===== config.mk =====
export PLATFORM = sky130hd
export DESIGN_NAME = i2c_mst_arb
export DESIGN_NICKNAME = d
export VERILOG_FILES = /design/src/rtl/i2c_mst_arb.sv
export SDC_FILE = /design/constraint.sdc
export NUM_CORES = 1
export LEC_CHECK = 0
export BUFFER_PORTS_ARGS = -buffer_cell sky130_fd_sc_hd__buf_4
export CORE_AREA = 2 2 271 273
export CTS_BUF_LIST = sky130_fd_sc_hd__clkbuf_8
export DETAILED_ROUTE_END_ITERATION = 8
export DIE_AREA = 0 0 273 275
export SLEW_MARGIN = 20
export SYNTH_ARGS = -nofsm -noshare
export SYNTH_HDL_FRONTEND = slang
export SYNTH_SLANG_ARGS = --single-unit
export TNS_END_PERCENT = 5

===== constraint.sdc =====
create_clock -name clk -period 2.4 [get_ports clk]
set_input_delay 0.12 -clock clk [delete_from_list [all_inputs] [get_ports clk]]
set_output_delay 0.12 -clock clk [all_outputs]
set_load 0.05 [all_outputs]

===== src/rtl/i2c_mst_arb.sv =====
// Round-robin arbiter that lets NREQ requesters share one I2C master.
// It launches the master through mst_ctrl, waits for busy to rise and then fall, and returns done, err and rdata to the owner.
module i2c_mst_arb #(
  parameter int NREQ   = 2,
  parameter int TO_CYC = 1024
) (
  input  logic                 clk,
  input  logic                 rstn,
  input  logic [NREQ-1:0]      req,
  input  logic [7*NREQ-1:0]    req_addr,
  input  logic [NREQ-1:0]      req_rd,
  input  logic [4*NREQ-1:0]    req_len,
  input  logic [128*NREQ-1:0]  req_wdata,
  output logic [NREQ-1:0]      gnt,
  output logic [NREQ-1:0]      done,
  output logic                 err,
  output logic [127:0]         rdata,
  output logic [127:0]         mst_wfifo,
  output logic [15:0]          mst_ctrl,
  input  logic [127:0]         mst_rfifo,
  input  logic [7:0]           mst_status
);

  localparam int PW = (NREQ > 1) ? $clog2(NREQ) : 1;
  localparam int CW = $clog2(TO_CYC + 1);
  localparam logic [CW-1:0] TO_LAST = CW'(TO_CYC - 1);

  typedef enum logic [1:0] {S_IDLE, S_LAUNCH, S_RUN, S_FIN} state_t;

  state_t          r_state, w_nxt;
  logic [PW-1:0]   r_ptr, r_own, w_win;
  logic            w_any, r_rd, r_to;
  logic [CW-1:0]   r_cnt;
  logic            w_busy;
  logic            w_unused;

  assign w_busy   = mst_status[7];
  assign w_unused = ^mst_status[6:0];

  // Walk offsets from highest to lowest so that the closest requester at or after r_ptr is assigned last and wins.
  always_comb begin
    int idx;
    idx   = 0;
    w_win = '0;
    w_any = 1'b0;
    for (int k = NREQ - 1; k >= 0; k--) begin
      idx = int'(r_ptr) + k;
      if (idx >= NREQ) idx = idx - NREQ;
      if (req[idx]) begin
        w_win = PW'(idx);
        w_any = 1'b1;
      end
    end
  end

  always_comb begin
    w_nxt = r_state;
    case (r_state)
      S_IDLE:   if (w_any) w_nxt = S_LAUNCH;
      S_LAUNCH: if (w_busy || r_cnt == TO_LAST) w_nxt = w_busy ? S_RUN : S_FIN;
      S_RUN:    if (!w_busy) w_nxt = S_FIN;
      S_FIN:    w_nxt = S_IDLE;
      default:  w_nxt = S_IDLE;
    endcase
  end

  always_ff @(posedge clk or negedge rstn) begin
    if (!rstn) begin
      r_state   <= S_IDLE;
      r_ptr     <= '0;
      r_own     <= '0;
      r_rd      <= 1'b0;
      r_to      <= 1'b0;
      r_cnt     <= '0;
      gnt       <= '0;
      rdata     <= '0;
      mst_ctrl  <= '0;
      mst_wfifo <= '0;
    end else begin
      r_state <= w_nxt;
      case (r_state)
        S_IDLE: if (w_any) begin
          r_own     <= w_win;
          gnt       <= NREQ'(1) << w_win;
          r_rd      <= req_rd[w_win];
          mst_ctrl  <= {req_addr[w_win*7 +: 7], req_rd[w_win], 1'b1, 3'b000,
                        req_len[w_win*4 +: 4]};
          mst_wfifo <= req_wdata[w_win*128 +: 128];
          r_cnt     <= '0;
          r_to      <= 1'b0;
        end
        S_LAUNCH: begin
          if (w_busy) begin
            mst_ctrl <= '0;
          end else if (r_cnt == TO_LAST) begin
            mst_ctrl <= '0;
            r_to     <= 1'b1;
          end else begin
            r_cnt <= r_cnt + CW'(1);
          end
        end
        S_RUN: if (!w_busy && r_rd) rdata <= mst_rfifo;
        S_FIN: begin
          gnt   <= '0;
          r_ptr <= (r_own == PW'(NREQ - 1)) ? '0 : r_own + PW'(1);
        end
        default: ;
      endcase
    end
  end

  // done and err are decoded from the FIN state, so a reset drops them at once.
  assign done = (r_state == S_FIN) ? gnt : '0;
  assign err  = (r_state == S_FIN) && r_to;

endmodule

## After elaboration in Yosys (flattened, before gate mapping)

Cells that the tools add are included.

| operators by class | value |
|---|---|
| $add $sub $neg | 5 |
| $mul | 1 |
| magnitude comparators | 5 |
| muxes and demuxes | 35 |
| reduce and logical (&&, ||, !) cells | 14 |
| shift-type cells | 4 |
| eq/ne operators | 11 |

Operators by type and width:

| cell | count |
|---|---|
| 256-bit by 9-bit indexed part select with 128-bit output | 1 |
| 32-bit by 3-bit < comparator with 1-bit output (second input constant) | 2 |
| 32-bit 2-to-1 mux | 2 |
| 16-bit 2-to-1 mux | 3 |
| 11-bit 2-to-1 mux | 3 |
| 16-bit case mux with 2 select lines | 1 |
| 11-bit case mux with 2 select lines | 1 |
| 1-bit 2-to-1 mux | 17 |
| 14-bit by 5-bit indexed part select with 7-bit output | 1 |
| 2-bit != test (second input constant) | 6 |
| 11-bit by 1-bit adder with 11-bit output (second input constant) | 1 |
| 11-bit by 10-bit == test with 1-bit output (second input constant) | 1 |
| 2-bit 2-to-1 mux | 5 |
| 2-bit case mux with 4 select lines | 1 |
| 4-bit AND reduction | 2 |
| 8-bit by 4-bit indexed part select with 4-bit output | 1 |
| 2-bit AND reduction | 3 |
| 3-bit AND reduction | 2 |
| 2-bit == test (second input constant) | 2 |
| 1-bit by 3-bit multiplier with 4-bit output (second input constant) | 1 |
| 2-bit case mux with 2 select lines | 1 |
| 2-bit nonzero test | 2 |
| 3-bit != test (second input constant) | 1 |
| 1-bit by 2-bit subtractor with 3-bit output (second input constant) | 1 |
| 13 further kinds | 14 |

| storage, ports and cells | value |
|---|---|
| bits of input ports | 420 |
| word-level logic and storage cells | 85 |
| flip-flop bits (word level) | 291 |
| output and inout bits | 277 |

## Depth between registers and ports, before layout

| depth | value |
|---|---|
| depth in word-level cells | 12 |
| gate-level depth with buffers | 9 |
| gate-level depth less buffers | 6 |

## Worst setup path before layout

OpenSTA, ideal clock, no wires.

| timing path | value |
|---|---|
| kind | register -> register |
| start point | reg r_state[0] |
| end point | reg r_cnt[4] |
| library setup time | 0.099 ns |
| period minus slack after synthesis | 1.714 ns |
| path slack | 0.686 ns |
| required time | 2.301 ns |
| path buffers | 2 |
| stages on the path, launching flop included | 9 |
| data arrival time | 1.615 ns |
| cell sequence | dfrtp_1 -> inv_1 -> ha_1 -> buf_4 -> nor2b_1 -> a2bb2oi_2 -> buf_4 -> a41oi_1 -> a311oi_1 |

| between the ends | value |
|---|---|
| cells in the longest elaborated chain, start to end | 3 |
| elaborated cells between the ends (all ways) | 8 |
| those cells by class | eq/ne (4); mux (1); reduce/logical (3) |

Ends and longest elaborated chain:

| what | line | RTL |
|---|---|---|
| start, declared | 30 | `state_t r_state, w_nxt;` |
| start signal, assigned | 80 | `r_state <= w_nxt;` |
| 2-bit by 1-bit == test with 1-bit output / 2-bit logical NOT (equally long branches) | 81 | `case (r_state)` |
| 2-bit != test (no source line) / 2-bit nonzero test (equally long branches) | - |  |
| 4-bit AND reduction (no source line) | - |  |
| end signal, assigned | 99 | `r_cnt <= r_cnt + CW'(1);` |
| end, declared | 33 | `logic [CW-1:0] r_cnt;` |

Parallel ways exist; a longest one is shown, timed or not.
A chain may end at the register's enable or synchronous reset.

## Final worst setup path

| timing path | value |
|---|---|
| start point | reg r_ptr |
| end point | reg mst_wfifo[99] |

| between the ends | value |
|---|---|
| cells in the longest elaborated chain, start to end | 9 |
| elaborated cells between the ends (all ways) | 19 |
| those cells by class | add/sub (3); order compare (2); shift (1); mux (12); reduce/logical (1) |

Ends and longest elaborated chain:

| what | line | RTL |
|---|---|---|
| start, declared | 31 | `logic [PW-1:0] r_ptr, r_own, w_win;` |
| start signal, assigned | 105 | `r_ptr <= (r_own == PW'(NREQ - 1)) ? '0 : r_own + PW'(1);` |
| 1-bit by 1-bit adder with 2-bit output | 47 | `idx = int'(r_ptr) + k;` |
| 2-bit by 2-bit subtractor with 3-bit output / 2-bit greater-or-equal comparator (equally long branches) | 48 | `if (idx >= NREQ) idx = idx - NREQ;` |
| 32-bit 2-to-1 mux | 48 |  |
| 1-bit 2-to-1 mux (not written as such) (3 in a row) | 49 | `if (req[idx]) begin` |
| 1-bit 2-to-1 mux (2 in a row) | 49 |  |
| 256-bit by 9-bit indexed part select with 128-bit output / 2-bit AND reduction (equally long branches) | - |  |
| end signal, assigned | 88 | `mst_wfifo <= req_wdata[w_win*128 +: 128];` |
| end, declared | 18 | `output logic [127:0] mst_wfifo,` |

Parallel ways exist; a longest one is shown, timed or not. The select of a mux whose other input is x is not followed.

==> metrics.md <==
| Metric | Value |
|---|---|
| Clock transition at path regs | `60 ps` |
| CTS tree | `done` |
| First-pass GRT wire length | `between 70,000 and 80,000 um` |
| Layout Area Growth over Synthesis | `93.5%` |
| Startpoint Class | `register` |
| Top Usage Layer GRT | `met2` |
| Gate power share | `0.577` |
| RSZ-0062 raised after global routing | `false` |
| Synth unique cells | `55` |
| Most frequent cells in the layout | `buf_4 (740), dlygate4sd3_1 (403), dfrtp_1 (288)` |
| Port bufs | `686` |
| Met2 Track Usage GR | `0.222` |
| Routed WL per cell | `between 15 and 20 um` |
| Antenna-violating nets left | `0` |
| Net Sw Frac | `0.497` |
| WHS Path Cells | `4` |
| Core area | `around 72,000 um2` |
| Routed WL | `between 40,000 and 50,000 um` |
| Reg2reg end | `mst_wfifo[99]$_DFFE_PN0P_` |
| Clock Root Buffer | `clkbuf_8` |
| # IOs | `697` |
| Fraction of layout cells with a size suffix above 1 | `0.380` |
| Crit Path Max Fanout | `22` |
| Via count | `about 13,000` |
| Crit share post-route | `0.939` |
| RR Startpoint | `r_ptr$_DFFE_PN0P_` |
| Worst Hold End | `mst_ctrl[10]$_DFFE_PN0P_` |
| Hold path startpoint | `req_addr[8]` |
| CTS buffer count | `between 50 and 60` |
| Grt met1 use | `0.129` |
| Max Cap Viol | `0` |
| Max incr delay on CP | `roughly 600 ps` |
| Synth area leader | `dfrtp_1` |
| Syn Inst Count | `between 1,000 and 1,500` |
| Detailed Routing Iterations Pass 1 | `4` |
| DIE WIDTH | `about 270 um` |
| Crit end category | `register` |
| H-tree depth | `2` |
| Status | `finished clean` |
| Final setup violation count | `0` |
| Initial antenna violation count | `2` |
| Leakage power | `around 12 nW` |
| Rows | `99` |
| Cell Chain, Critical Path | `nand2b_4, nand2_8, buf_12, buf_4, mux2i_1, dlygate4sd3_1, o21ai_1` |
| Reg power frac | `0.272` |
| Clk_lat worst skew | `a little over 600 ps` |
| Clk pwr share | `0.151` |
| Largest net degree at the start of global routing | `80` |
| Skew final | `about 30 ps` |
| Drc violations | `0` |
| Async SR Flop Fraction | `1.00` |
| Worst-margin pin slew | `approximately 740 ps` |
| Syn avg cell area | `12.1 um2` |
| Worst endpoint data arrival time | `2730 ps` |
| Post-Syn Area | `around 13,000 um2` |
| Vias per inst | `between 3 and 4` |
| Dpl ws | `approximately 150 ps` |
| Critical path origin | `r_ptr$_DFFE_PN0P_` |
| Critical path class | `register to register` |
| GP Congestion | `~0.81` |
| CP max stage cell | `dlygate4sd3_1` |
| Seq cells post-synth | `around 290` |
| Power per Cell Area | `between 1000 and 1500 nW/um2` |
| Final setup margin | `146 ps` |
| Reg2Reg Setup Slack | `between 100 and 150 ps` |
| Synth Warn # | `0` |
| Total clock sinks | `roughly 290` |
| Crit path required time | `between 2000 and 3000 ps` |
| Relative slew slack | `0.505` |
| Nets@finish | `approximately 2,600` |
| Die area | `75,100 um2` |
| Switching power | `0.0160 W` |
| FF-to-FF path depth | `7` |
| Commonest non-fill, non-tap cell in the layout | `buf_4` |
| HP Class | `input port to register` |
| TNS Setup | `0 ps` |
| GRT Total Usage | `0.123` |
| Primary FF master, synth | `dfrtp_1` |
| Max Fclk | `approximately 440 MHz` |
| Hpwl dp | `33,300 um` |
| Die Ht | `around 280 um` |
| Starting Density | `0.174` |
| Clock tree buffer depth | `3` |
| Worst VDD drop | `~0.0010 V` |
| Grt total ovfl | `0` |
| GR Util met3 | `0.0343` |
| Seq/Total Area, Yosys | `0.573` |
| Initial DRC count | `around 410` |
| Vias in the first global route | `approximately 14,000` |
| Post-synth EDFFs | `0` |
| Post-layout min period | `2250 ps` |
| Slew Viols, Final | `0` |
| Internal power | `0.0162 W` |
| Largest cells by area after synthesis | `dfrtp_1 (57%), mux2_1 (12%), mux2i_1 (10%)` |
| Final Hold Viols | `0` |
| Yosys top cell area share | `0.573` |
| Setup Fix Bufs, Post-CTS | `0` |
-- flip-flops by register name (all words and copies together), names as in the netlist --
name / flops
r_ptr: 1
r_state: 2
r_rd: 1
rdata: 128
mst_wfifo: 128
r_own: 1
gnt: 2
r_cnt: 11
mst_ctrl: 13
r_to: 1
-- power groups by stage --
stage,registers [W],clock network [W],logic (W)
after floorplan,0.0164,0,0.00396
after global placement,0.00865,0,0.0177
after detailed placement,0.00874,0,0.0179
after CTS,0.00871,0.00507,0.0186
after global routing,0.00904,0.00530,0.0195
final,0.00875,0.00487,0.0186
-- kinds of logic (layout without fill, tap and decap cells) --
family          count (synthesis)  after routing  share of synthesized area
other cells                     1              6                   0.000298
mux                           258            258                      0.218
simple gates                  198            198                     0.0709
compound gates                195            195                     0.0928
buf+inv                        92           1263                     0.0384
flops                         288            288                      0.573
fa+ha+maj                       6              6                    0.00597
-- area by class of cell --
class / count / area (um2)
Multi-Input combinational cell: 660 / 4910
Inverter: 18 / 67.6
Antenna cell: 3 / 7.51
Timing Repair Buffer: 1155 / 9820
Clock buffer: 67 / 922
Fill cell: 7006 / 48000
Sequential cell: 288 / 7210
Clock inverter: 23 / 181
Tap cell: 959 / 1200
-- metrics by stage --
step | std cells | hold WS (ps) | cell area, um2 | util | power, W
after floorplan | 1040 | -176 | 12600 | - | 0.0204
after global placement | 2677 | 194 | 19200 | 0.265 | 0.0263
after detailed placement | 2677 | 197 | 19200 | 0.265 | 0.0266
after CTS | 3170 | 1.02 | 24300 | 0.336 | 0.0323
after global routing | 3171 | 28.1 | 24300 | 0.336 | 0.0338
final | 3173 | 85.4 | 24300 | 0.336 | 0.0322
-- Yosys cell counts (2+ instances only) --
| cell | instances |
|---|---|
| and2_1 | 3 |
| ha_1 | 6 |
| a211oi_1 | 12 |
| a21oi_1 | 10 |
| mux2i_1 | 129 |
| o21ai_1 | 130 |
| dfrtp_1 | 288 |
| nand3_1 | 3 |
| a21boi_1 | 2 |
| and4b_1 | 2 |
| a41oi_1 | 2 |
| nor2b_1 | 6 |
| clkbuf_1 | 17 |
| a22o_1 | 2 |
| nand4_1 | 3 |
| nor3_1 | 2 |
| a32o_1 | 2 |
| a41o_1 | 2 |
| o22ai_1 | 2 |
| nand2_1 | 135 |
| a311oi_1 | 2 |
| mux2_1 | 129 |
| o21ai_0 | 2 |
| nor4_1 | 3 |
| buf_2 | 32 |
| buf_4 | 23 |
| a31oi_1 | 3 |
| inv_1 | 18 |
| nor2_1 | 20 |
| and3_1 | 12 |
| o211ai_1 | 2 |
| o32ai_1 | 11 |
-- critical path: cells and delay by family, from the launching register on --
family,cells,cell delay [ps]
flops,1,380
simple gates,2,420
compound gates,1,60
buf+inv,3,1010
mux,1,220
-- worst max-delay path by stage --
stage,to,slack [ps],cells past startpoint
floorplan,r_cnt[4]$_DFFE_PN0P_,690,8
global placement,mst_ctrl[1]$_DFFE_PN0P_,300,5
detailed placement,mst_ctrl[14]$_DFFE_PN0P_,150,5
CTS,mst_wfifo[35]$_DFFE_PN0P_,30,7
global route,mst_wfifo[99]$_DFFE_PN0P_,50,7
finish,mst_wfifo[99]$_DFFE_PN0P_,150,7
-- repair_timing --
action                                  4_1_cts  5_1_grt
hold endpoints to repair                    423        0
endpoints found under the setup margin        0       68
hold buffers                                403        0
resized for setup                             0        4
-- metal layers --
metal | part of all wire | wire length, um
met1 | 0.37 | 18200
met2 | 0.51 | 25200
met3 | 0.074 | 3660
met4 | 0.051 | 2530
met5 | 0 | 0
Power figures use the tool's default switching activity.
